File: config.mk
export PLATFORM = sky130hd
export DESIGN_NAME = alu_exec_unit
export DESIGN_NICKNAME = d
export VERILOG_FILES = /design/src/rtl/alu_exec_unit.sv
export SDC_FILE = /design/constraint.sdc
export NUM_CORES = 1
export LEC_CHECK = 0
export ABC_CLOCK_PERIOD_IN_PS = 6200
export CORE_UTILIZATION = 40
export CTS_BUF_LIST = sky130_fd_sc_hd__clkbuf_8 sky130_fd_sc_hd__clkbuf_16
export DETAILED_ROUTE_END_ITERATION = 10
export GPL_TIMING_DRIVEN = 0
export PLACE_DENSITY = 0.7
export SETUP_SLACK_MARGIN = 0.05
export SLEW_MARGIN = 30
export SYNTH_ARGS = -nofsm -noshare
export SYNTH_HDL_FRONTEND = slang
export SYNTH_SLANG_ARGS = --single-unit
File: constraint.sdc
create_clock -name clk -period 6.2 [get_ports clk]
set_input_delay 0.93 -clock clk [delete_from_list [all_inputs] [get_ports clk]]
set_output_delay 0.93 -clock clk [all_outputs]
set_load 0.005 [all_outputs]
File: src/rtl/alu_exec_unit.sv
// alu_exec_unit: registered ALU stage with valid/ready on input and output.
// Define ALU_EXEC_SHIFT_EN to build the iterative sll/srl shifter.
module alu_exec_unit #(
  parameter int WIDTH = 32,
  parameter int SHW   = 5
) (
  input  logic             clk,
  input  logic             rst_n,
  input  logic             in_valid,
  output logic             in_ready,
  input  logic [2:0]       alu_ctrl,
  input  logic [WIDTH-1:0] op_a,
  input  logic [WIDTH-1:0] op_b,
  output logic             out_valid,
  input  logic             out_ready,
  output logic [WIDTH-1:0] result,
  output logic             zero,
  output logic             illegal
);

  if (SHW != $clog2(WIDTH)) begin : g_chk
    $error("SHW must equal clog2(WIDTH)");
  end

  typedef enum logic [1:0] {
    IDLE  = 2'd0,
    SHIFT = 2'd1,
    DONE  = 2'd2
  } state_t;

  state_t           state_q, state_d;
  logic [WIDTH-1:0] res_q, res_d;
  logic             zero_q, zero_d;
  logic             ill_q, ill_d;
  logic             accept;

  logic is_add, is_sub, is_and, is_or, is_slt;
  assign is_add = (alu_ctrl == 3'b000);
  assign is_sub = (alu_ctrl == 3'b001);
  assign is_and = (alu_ctrl == 3'b010);
  assign is_or  = (alu_ctrl == 3'b011);
  assign is_slt = (alu_ctrl == 3'b101);

`ifdef ALU_EXEC_SHIFT_EN
  logic             is_sll, is_srl;
  logic [SHW-1:0]   amt;
  logic [SHW-1:0]   cnt_q, cnt_d;
  logic             dir_q, dir_d;
  logic [WIDTH-1:0] sh_nxt;

  assign is_sll = (alu_ctrl == 3'b100);
  assign is_srl = (alu_ctrl == 3'b110);
  assign amt    = op_b[SHW-1:0];
  // dir_q=1 selects a right shift
  assign sh_nxt = dir_q ? (res_q >> 1) : (res_q << 1);
`endif

  logic [WIDTH-1:0] op_res;
  logic             op_ill;

  always_comb begin
    op_res = '0;
    op_ill = 1'b0;
    unique case (1'b1)
      is_add: op_res = op_a + op_b;
      is_sub: op_res = op_a - op_b;
      is_and: op_res = op_a & op_b;
      is_or:  op_res = op_a | op_b;
      is_slt: op_res = {{(WIDTH-1){1'b0}},
                        ($signed(op_a) < $signed(op_b))};
`ifdef ALU_EXEC_SHIFT_EN
      // amount 0 completes here; others iterate
      is_sll, is_srl: op_res = op_a;
`endif
      default: op_ill = 1'b1;
    endcase
  end

  assign in_ready  = rst_n &
                     ((state_q == IDLE) |
                      ((state_q == DONE) & out_ready));
  assign accept    = in_valid & in_ready;
  assign out_valid = (state_q == DONE);
  assign result    = res_q;
  assign zero      = zero_q;
  assign illegal   = ill_q;

  always_comb begin
    state_d = state_q;
    res_d   = res_q;
    zero_d  = zero_q;
    ill_d   = ill_q;
`ifdef ALU_EXEC_SHIFT_EN
    cnt_d   = cnt_q;
    dir_d   = dir_q;
`endif
    unique case (state_q)
      IDLE, DONE: begin
        if ((state_q == DONE) && out_ready)
          state_d = IDLE;
        if (accept) begin
          state_d = DONE;
          res_d   = op_res;
          zero_d  = (op_res == '0);
          ill_d   = op_ill;
`ifdef ALU_EXEC_SHIFT_EN
          if ((is_sll | is_srl) && (amt != '0)) begin
            state_d = SHIFT;
            res_d   = op_a;
            zero_d  = 1'b0;
            ill_d   = 1'b0;
            cnt_d   = amt;
            dir_d   = is_srl;
          end
`endif
        end
      end
`ifdef ALU_EXEC_SHIFT_EN
      SHIFT: begin
        res_d = sh_nxt;
        cnt_d = cnt_q - SHW'(1);
        if (cnt_q == SHW'(1)) begin
          state_d = DONE;
          zero_d  = (sh_nxt == '0);
        end
      end
`endif
      default: state_d = IDLE;
    endcase
  end

  always_ff @(posedge clk) begin
    if (!rst_n) begin
      state_q <= IDLE;
      res_q   <= '0;
      zero_q  <= 1'b0;
      ill_q   <= 1'b0;
`ifdef ALU_EXEC_SHIFT_EN
      cnt_q   <= '0;
      dir_q   <= 1'b0;
`endif
    end else begin
      state_q <= state_d;
      res_q   <= res_d;
      zero_q  <= zero_d;
      ill_q   <= ill_d;
`ifdef ALU_EXEC_SHIFT_EN
      cnt_q   <= cnt_d;
      dir_q   <= dir_d;
`endif
    end
  end

endmodule
==> tab_implementation.tex, run 1 <==
\begin{tabular}{lr}
\hline
Metric & Value \\
\hline
\multicolumn{2}{l}{\textbf{Drt}} \\
\quad Number of vias per cell after detailed routing & 6.00 \\
\quad Number of vias after detailed routing & 7525 \\
\quad Number of nets with antenna violations after detailed routing & 0 \\
\quad DRC Markers & 0 \\
\quad Sum of routed wire length over all layers & around 23000 um \\
\quad Initial drt markers & between 600 and 700 \\
\quad TritonRoute pass-1 iters & 5 \\
\quad Per-cell routed wire length & between 15 and 20 um \\
\multicolumn{2}{l}{\textbf{Clock tree}} \\
\quad Post-CTS setup buffer count & 0 \\
\quad Clk\_lat worst skew & 280 ps \\
\quad Bufs on Longest Clock Path & 2 \\
\quad Total of hold buffers inserted after clock tree synthesis & 0 \\
\quad Root Driver & sky130\_fd\_sc\_hd\_\_clkbuf\_16 \\
\quad Clock tree from TritonCTS & built \\
\quad Clock buffer count from CTS & 5 \\
\quad Num Clock Sinks & 35 \\
\quad CTS H-tree depth & 2 \\
\quad Count of instances resized after the clock tree is built & 0 \\
\quad Clock slew at the register clock pins of the worst setup and hold paths & 50 ps \\
\multicolumn{2}{l}{\textbf{Power}} \\
\quad Fraction of power consumed by combinational cells & 54.6\% \\
\quad PD cells & 136 nW/um2 \\
\quad Maximum vdd drop & roughly 0.095 mV \\
\quad Net switching share of the total power & 43.0\% \\
\quad Internal power of the cells & 618 uW \\
\quad Sequential cell fraction of total power & 22.7\% \\
\quad Clock share of power & 22.7\% \\
\quad Switching power total & approximately 470 uW \\
\quad Static Leakage & $\sim$3.4 nW \\
\multicolumn{2}{l}{\textbf{Yosys}} \\
\quad Register bit count reported by yosys & 35 \\
\quad List of most frequent post-synthesis cells & sky130\_fd\_sc\_hd\_\_ha\_1 (107), sky130\_fd\_sc\_hd\_\_inv\_1 (95), sky130\_fd\_sc\_hd\_\_nor2\_1 (87), sky130\_fd\_sc\_hd\_\_a21oi\_1 (86), sky130\_fd\_sc\_hd\_\_nand2\_1 (71) \\
\quad Count of different cell masters after synthesis & 82 \\
\quad Most frequently used cell type in the post-synthesis netlist & sky130\_fd\_sc\_hd\_\_ha\_1 \\
\quad Share of flip-flops with an asynchronous set or reset after synthesis & 0\% \\
\quad Cell taking the most area after synthesis & sky130\_fd\_sc\_hd\_\_ha\_1 \\
\quad Number of enable-type register cells in the synthesized netlist & 0 \\
\quad Synth top area share & 20.7\% \\
\quad Post-synth design cell area & between 6000 and 7000 um2 \\
\quad Primary FF master, synth & sky130\_fd\_sc\_hd\_\_dfxtp\_1 \\
\quad Total nets after synthesis & roughly 1100 \\
\quad Post-synthesis instance total & 926 \\
\quad Ys Warns & 0 \\
\quad Part of the Yosys area used for sequential elements & 10.8\% \\
\quad Mean area per synthesized cell & 7.00 um2 \\
\quad Area contributors post-synth & sky130\_fd\_sc\_hd\_\_ha\_1 (21\%), sky130\_fd\_sc\_hd\_\_dfxtp\_1 (11\%), sky130\_fd\_sc\_hd\_\_a21oi\_1 (6.6\%), sky130\_fd\_sc\_hd\_\_inv\_1 (5.5\%), sky130\_fd\_sc\_hd\_\_o21ai\_0 (5.3\%) \\
\multicolumn{2}{l}{\textbf{STA}} \\
\quad Final count of hold timing violations & 0 \\
\quad Maximum achievable frequency & 194 MHz \\
\quad Max\_slew headroom & roughly 41\% \\
\quad Crit share post-route & 83.2\% \\
\quad Setup repair after global routing missed its margin & no \\
\quad Worst-case hold slack & 449 ps \\
\quad Setup TNS & 0 ps \\
\quad Final-report setup violation count & 0 \\
\quad Clock Skews & 5.37 ps \\
\quad Max Slew Vio Count & 0 \\
\quad Time the final worst path needs with I/O delays and setup & just over 5000 ps \\
\quad Worst slew pin tran & 879 ps \\
\multicolumn{2}{l}{\textbf{Global route}} \\
\quad Largest net degree at the start of global routing & 13 \\
\quad Vias in the first global route & 7056 \\
\quad Total Routing Usage GR & 28.1\% \\
\quad Final global-route overflow total & 0 \\
\quad Wire length of the first global-routing pass & 36800 um \\
\quad Antenna violations before repair & 0 \\
\multicolumn{2}{l}{\textbf{Worst hold path}} \\
\quad End point of the most critical hold path & result[30]\$\_SDFFE\_PN0P\_ \\
\quad Start point of the worst hold path & result[30]\$\_SDFFE\_PN0P\_ \\
\quad Cell depth of the worst hold path & 2 \\
\quad Class of the tightest hold or removal check & flip-flop to flip-flop \\
\multicolumn{2}{l}{\textbf{Floorplanning}} \\
\quad Std-Cell Rows & 46 \\
\quad Horiz. Die Dim & 129 um \\
\quad Vert. Die Dim & 129 um \\
\quad Initial Util & approximately 41\% \\
\quad Boundary pin count & 107 \\
\quad CORE AREA & 15800 um2 \\
\quad Area enclosed by the die boundary & $\sim$17000 um2 \\
\multicolumn{2}{l}{\textbf{Critical path}} \\
\quad Depth of the most critical reg-to-reg path & 11 \\
\quad Worst flop-to-flop path endpoint & zero\$\_SDFFE\_PN0P\_ \\
\quad Largest fanout on the critical path & 10 \\
\quad Critical Path Sink Type & flip-flop \\
\quad Class of the most critical setup path & primary input to flip-flop \\
\quad Sort of element at the start of the critical path & primary input \\
\quad Worst r2r src & state\_q[1]\$\_SDFFE\_PN0P\_ \\
\quad Crit path from & op\_a[10] \\
\quad Critical Path AT & 5350 ps \\
\quad Worst setup slack for register-to-register paths & 3420 ps \\
\quad Data required time at the worst endpoint & approximately 6400 ps \\
\multicolumn{2}{l}{\textbf{Layout}} \\
\quad Design area & 7940 um2 \\
\quad Number of nets in the finished design & 1218 \\
\quad Layout fillers & 1575 \\
\quad Utilization after layout & between 50\% and 60\% \\
\quad Layout cells sized above 1 & 4.23\% \\
\quad Diodes inserted & 0 \\
\quad Area growth syn-to-layout & 22.6\% \\
\multicolumn{2}{l}{\textbf{Placed design}} \\
\quad Detail Placement HPWL & 18600 um \\
\quad Count of input and output buffers & around 110 \\
\quad Instance area at placement & 7800 um2 \\
\quad Final weighted congestion of routability-driven global placement & 0.980 \\
\multicolumn{2}{l}{\textbf{Flow run}} \\
\quad Max cap viols & 0 \\
\multicolumn{2}{l}{\textbf{Run status}} \\
\quad Outcome & complete, no violations \\
\hline
\end{tabular}
[layer usage]
layer / global-route usage [%] / vias to the layer above / wire, um
met5: 0 / - / 0
li1: - / 3560 / -
met2: 47.2 / 390 / 10700
met1: 36.6 / 3511 / 9900
met3: 3.67 / 64 / 1990
met4: 10.8 / 0 / 833
[stage by stage]
stage / total power [mW] / worst slack, ps / instances
final: 1.08 / 1040 / 1255
after global routing: 1.15 / 568 / 1255
after CTS: 1.07 / 1060 / 1255
after detailed placement: 0.824 / 799 / 1247
after global placement: 0.819 / 868 / 1247
after floorplan: 0.617 / 2240 / 926
[worst max path at each step]
stage / slack (ps) / end / cells after the start
floorplan: 2240 / zero$_SDFFE_PN0P_ / 14
global placement: 870 / zero$_SDFFE_PN0P_ / 15
detailed placement: 800 / zero$_SDFFE_PN0P_ / 15
CTS: 1060 / zero$_SDFFE_PN0P_ / 15
global route: 570 / zero$_SDFFE_PN0P_ / 15
finish: 1040 / zero$_SDFFE_PN0P_ / 15
[final cells by class]
| type | instances | area (um2) | share of cell area, % |
|---|---|---|---|
| Clock inverter | 3 | 20.0 | 0.252 |
| Timing Repair Buffer | 105 | 1050 | 13.2 |
| Multi-Input combinational cell | 739 | 5190 | 65.4 |
| Inverter | 96 | 360 | 4.54 |
| Sequential cell | 35 | 701 | 8.82 |
| Buffer | 56 | 224 | 2.82 |
| Tap cell | 216 | 270 | 3.40 |
| Clock buffer | 5 | 125 | 1.58 |
[critical path: stages]
cell and delay, ps:
sky130_fd_sc_hd__clkdlybuf4s50_1 540, sky130_fd_sc_hd__inv_1 60, sky130_fd_sc_hd__ha_1 320, sky130_fd_sc_hd__clkbuf_1 360
sky130_fd_sc_hd__inv_1 110, sky130_fd_sc_hd__a21oi_1 290, sky130_fd_sc_hd__o31ai_1 200, sky130_fd_sc_hd__a2111oi_0 740
sky130_fd_sc_hd__a21oi_1 270, sky130_fd_sc_hd__a311oi_1 400, sky130_fd_sc_hd__mux2i_1 230, sky130_fd_sc_hd__o211ai_1 170
sky130_fd_sc_hd__nor4_1 300, sky130_fd_sc_hd__nand4b_1 190, sky130_fd_sc_hd__o31ai_2 240
[registers in the layout, indices dropped and copies added, names as in the netlist]
name	count
state_q	1
result	32
illegal	1
zero	1
[cell usage in the layout, fill, tap and decap left out, drive strengths merged, types with 22 or more instances in the layout]
cell           instances
a211oi                22
a21oi                 87
clkbuf                50
clkdlybuf4s50        105
dfxtp                 35
ha                   107
inv                   95
nand2                 71
nor2                  88
o21ai                 71
[power by group through the flow]
stage	sequential, mW	clock, mW	combinational (mW)
6_report	0.246	0.246	0.592
5_1_grt	0.247	0.257	0.646
4_1_cts	0.245	0.246	0.578
3_5_place_dp	0.250	0	0.574
3_3_place_gp	0.250	0	0.568
2_1_floorplan	0.248	0	0.369
[cell families after synthesis]
family	synth area share (%)
AO/OA/AOI/OAI	34.4
AND/OR/NAND/NOR	21.5
buffers and inverters	9.02
adder cells (fa/ha/maj)	21.3
flip-flops	10.8
XOR/XNOR	1.35
multiplexers	1.60
Power figures use the tool's default switching activity.
==> run 2, diff against run 1 <==
ABC_CLOCK_PERIOD_IN_PS = 5350   (was 6200)
clock period = 5.35 ns   (was 6.2 ns; I/O delays follow)
==> run 2 against run 1 <==
  * Clock skew hardly changed
  * Global-route usage did not move
  * Total power rose by 16%
  * First-iteration DRC count grew 3.7%
==> tab_implementation.tex, run 2 (synthesis results as in run 1) <==
\begin{tabular}{lr}
\hline
Metric & Value \\
\hline
\multicolumn{2}{l}{\textbf{Layout}} \\
\quad Number of nets in the finished design & 1218 (unchanged) \\
\quad Commonest non-fill, non-tap cell in the layout & sky130\_fd\_sc\_hd\_\_ha\_1 \\
\quad Design area & 7950 um2 (about the same) \\
\quad Most used cells in the layout excluding fill and tap cells & sky130\_fd\_sc\_hd\_\_ha\_1 (107), sky130\_fd\_sc\_hd\_\_clkdlybuf4s50\_1 (105), sky130\_fd\_sc\_hd\_\_inv\_1 (95), sky130\_fd\_sc\_hd\_\_nor2\_1 (87), sky130\_fd\_sc\_hd\_\_a21oi\_1 (86) \\
\quad Layout cells sized above 1 & 4.33\% (+0.096 points) \\
\quad Area growth syn-to-layout & 22.7\% (about the same) \\
\quad Diodes inserted & 0 (unchanged) \\
\quad Max reg flops & 32 (unchanged) \\
\multicolumn{2}{l}{\textbf{Placed design}} \\
\quad Pre-CTS WS & 76.3 ps (-722 ps) \\
\quad Final weighted congestion of routability-driven global placement & 0.980 (unchanged) \\
\quad Count of input and output buffers & 105 (unchanged) \\
\quad Instance area at placement & 7800 um2 (unchanged) \\
\quad Detail Placement HPWL & 18600 um (unchanged) \\
\multicolumn{2}{l}{\textbf{Critical path}} \\
\quad Worst setup slack for register-to-register paths & 2580 ps (-840 ps) \\
\quad Largest delay contributor family on the critical path & buffers and inverters \\
\quad Worst path slowest cell & sky130\_fd\_sc\_hd\_\_buf\_1 \\
\quad CP dominant cell by count & sky130\_fd\_sc\_hd\_\_clkbuf\_1 \\
\quad Critical Path AT & 5220 ps (-130 ps) \\
\quad Class of the most critical setup path & primary input to flip-flop \\
\quad Worst flop-to-flop path endpoint & zero\$\_SDFFE\_PN0P\_ \\
\quad Worst r2r src & state\_q[1]\$\_SDFFE\_PN0P\_ \\
\quad Crit path from & alu\_ctrl[0] \\
\quad Critical Path Sink Type & flip-flop \\
\quad CP cell instances & clkdlybuf4s50\_1, clkbuf\_1, clkbuf\_1, clkbuf\_1, buf\_1, buf\_1, clkbuf\_1, a211oi\_1, a221oi\_1, nand4b\_1, o31ai\_2 \\
\quad Critical path buffer and inverter count & 7 (+3) \\
\quad Longest individual stage delay on the worst path & 640 ps (-100 ps) \\
\quad Data required time at the worst endpoint & 5550 ps (-850 ps) \\
\quad Sort of element at the start of the critical path & primary input \\
\quad CP Capture Point & zero\$\_SDFFE\_PN0P\_ \\
\quad Depth of the most critical reg-to-reg path & 11 (unchanged) \\
\quad Largest fanout on the critical path & 10 (unchanged) \\
\quad WP depth & 11 (-4) \\
\multicolumn{2}{l}{\textbf{STA}} \\
\quad Final count of hold timing violations & 0 (unchanged) \\
\quad Worst slew pin tran & 885 ps (+6.08 ps) \\
\quad Max\_slew headroom & 41.0\% (-0.41 points) \\
\quad Max Slew Vio Count & 0 (unchanged) \\
\quad Final-report setup violation count & 0 (unchanged) \\
\quad Crit path setup slack, layout & 332 ps (-712 ps) \\
\quad Setup TNS & 0 ps (unchanged) \\
\quad Time the final worst path needs with I/O delays and setup & 5020 ps \\
\quad Clock Skews & 4.88 ps (-0.489 ps) \\
\quad Worst-case hold slack & 449 ps (+0.0430 ps) \\
\quad Maximum achievable frequency & 199 MHz \\
\quad Setup repair after global routing missed its margin & no \\
\quad Crit share post-route & approximately 94\% \\
\multicolumn{2}{l}{\textbf{Clock tree}} \\
\quad Post-CTS setup buffer count & 0 (unchanged) \\
\quad Clock slew at the register clock pins of the worst setup and hold paths & 50 ps (about the same) \\
\quad Bufs on Longest Clock Path & 2 (unchanged) \\
\quad Clock tree from TritonCTS & built \\
\quad Clk\_lat worst skew & 280 ps (about the same) \\
\quad Root Driver & sky130\_fd\_sc\_hd\_\_clkbuf\_16 \\
\quad Num Clock Sinks & 35 (unchanged) \\
\quad CTS H-tree depth & 2 (unchanged) \\
\quad Total of hold buffers inserted after clock tree synthesis & 0 (unchanged) \\
\quad Clock buffer count from CTS & 5 (unchanged) \\
\quad Count of instances resized after the clock tree is built & 0 (unchanged) \\
\multicolumn{2}{l}{\textbf{Power}} \\
\quad Total Power Consumption & 1.26 mW (+16\%) \\
\quad Static Leakage & 3.40 nW (about the same) \\
\quad PD cells & 158 nW/um2 (+16\%) \\
\quad Maximum vdd drop & 0.110 mV (+16\%) \\
\multicolumn{2}{l}{\textbf{Global route}} \\
\quad Largest net degree at the start of global routing & 13 (unchanged) \\
\quad Wire length of the first global-routing pass & 36800 um (unchanged) \\
\quad Antenna violations before repair & 0 (unchanged) \\
\quad Total Routing Usage GR & 28.1\% (unchanged) \\
\quad Vias in the first global route & 7056 (unchanged) \\
\quad Final global-route overflow total & 0 (unchanged) \\
\multicolumn{2}{l}{\textbf{Floorplanning}} \\
\quad Std-Cell Rows & 46 (unchanged) \\
\quad Boundary pin count & 107 (unchanged) \\
\quad Horiz. Die Dim & 129 um (unchanged) \\
\quad CORE AREA & 15800 um2 (unchanged) \\
\quad Area enclosed by the die boundary & 16700 um2 (unchanged) \\
\quad Initial Util & 40.9\% (unchanged) \\
\quad Vert. Die Dim & 129 um (unchanged) \\
\multicolumn{2}{l}{\textbf{Flow run}} \\
\quad Max cap viols & 0 (unchanged) \\
\multicolumn{2}{l}{\textbf{Run status}} \\
\quad Outcome & complete, no violations \\
\multicolumn{2}{l}{\textbf{Drt}} \\
\quad Initial drt markers & 705 (+3.7\%) \\
\quad DRC Markers & 0 (unchanged) \\
\quad Number of nets with antenna violations after detailed routing & 0 (unchanged) \\
\quad Number of vias per cell after detailed routing & 6.02 (+0.35\%) \\
\quad TritonRoute pass-1 iters & 5 (unchanged) \\
\quad Sum of routed wire length over all layers & 23400 um (about the same) \\
\quad Per-cell routed wire length & 18.7 um (about the same) \\
\quad Number of vias after detailed routing & 7551 (+0.35\%) \\
\multicolumn{2}{l}{\textbf{Worst hold path}} \\
\quad Class of the tightest hold or removal check & flip-flop to flip-flop \\
\hline
\end{tabular}
run 2: changes by cell type in the layout (fill, tap and decap cells not counted):
| cell | before | now |
|---|---|---|
| sky130_fd_sc_hd__a2111oi_2 | 0 | 1 |
| sky130_fd_sc_hd__a2111oi_0 | 4 | 3 |
run 2: stage by stage:
step | util (%) | cells
after floorplan | - | 926
after global placement | 49.3 | 1247
after detailed placement | 49.3 | 1247
after CTS | 50.2 | 1255
final | 50.2 | 1255
after global routing | 50.2 | 1255
run 2: worst min path at each step:
stage,from,endpoint,slack (ps),cells after the start
after floorplan,result[0]$_SDFFE_PN0P_,result[0]$_SDFFE_PN0P_,450,2
after global placement,result[30]$_SDFFE_PN0P_,result[30]$_SDFFE_PN0P_,440,2
after detailed placement,result[30]$_SDFFE_PN0P_,result[30]$_SDFFE_PN0P_,440,2
after CTS,result[30]$_SDFFE_PN0P_,result[30]$_SDFFE_PN0P_,460,2
after global routing,result[28]$_SDFFE_PN0P_,result[28]$_SDFFE_PN0P_,490,1
final,result[30]$_SDFFE_PN0P_,result[30]$_SDFFE_PN0P_,450,2
run 2: final cells by class:
| type | instances | area [um2] |
|---|---|---|
| buffer | 56 | 224 |
| clock buffer | 5 | 125 |
| clock inverter | 3 | 20.0 |
| fill | 1577 | 7880 |
| inverter | 96 | 360 |
| multi-input combinational | 739 | 5200 |
| sequential | 35 | 701 |
| tap | 216 | 270 |
| timing repair buffer | 105 | 1050 |
run 2: routing by layer:
metal	vias to the layer above	part of all wire (%)	GRT usage [%]
met1	3511	42	36.6
met4	0	3.5	10.8
met3	66	8.7	3.67
met2	412	45	47.2
met5	-	0	0
li1	3562	-	-
run 2: worst register-to-register path, stage by stage (launching register included):
cell                        delay (ps)
sky130_fd_sc_hd__dfxtp_1           300
sky130_fd_sc_hd__nand2b_1           80
sky130_fd_sc_hd__and2_1            150
sky130_fd_sc_hd__nand2_1           120
sky130_fd_sc_hd__a211oi_1          330
sky130_fd_sc_hd__o221ai_1          190
sky130_fd_sc_hd__nand4bb_1         220
sky130_fd_sc_hd__a2111oi_0         340
sky130_fd_sc_hd__nand4_1           210
sky130_fd_sc_hd__nor4_2            310
sky130_fd_sc_hd__nand4b_1          190
sky130_fd_sc_hd__o31ai_2           250
run 2: report_power, final:
group          internal (mW)  leakage [nW]  switching (mW)
clock                  0.171        0.0658           0.112
sequential             0.275         0.285          0.0103
combinational          0.271          3.05           0.416
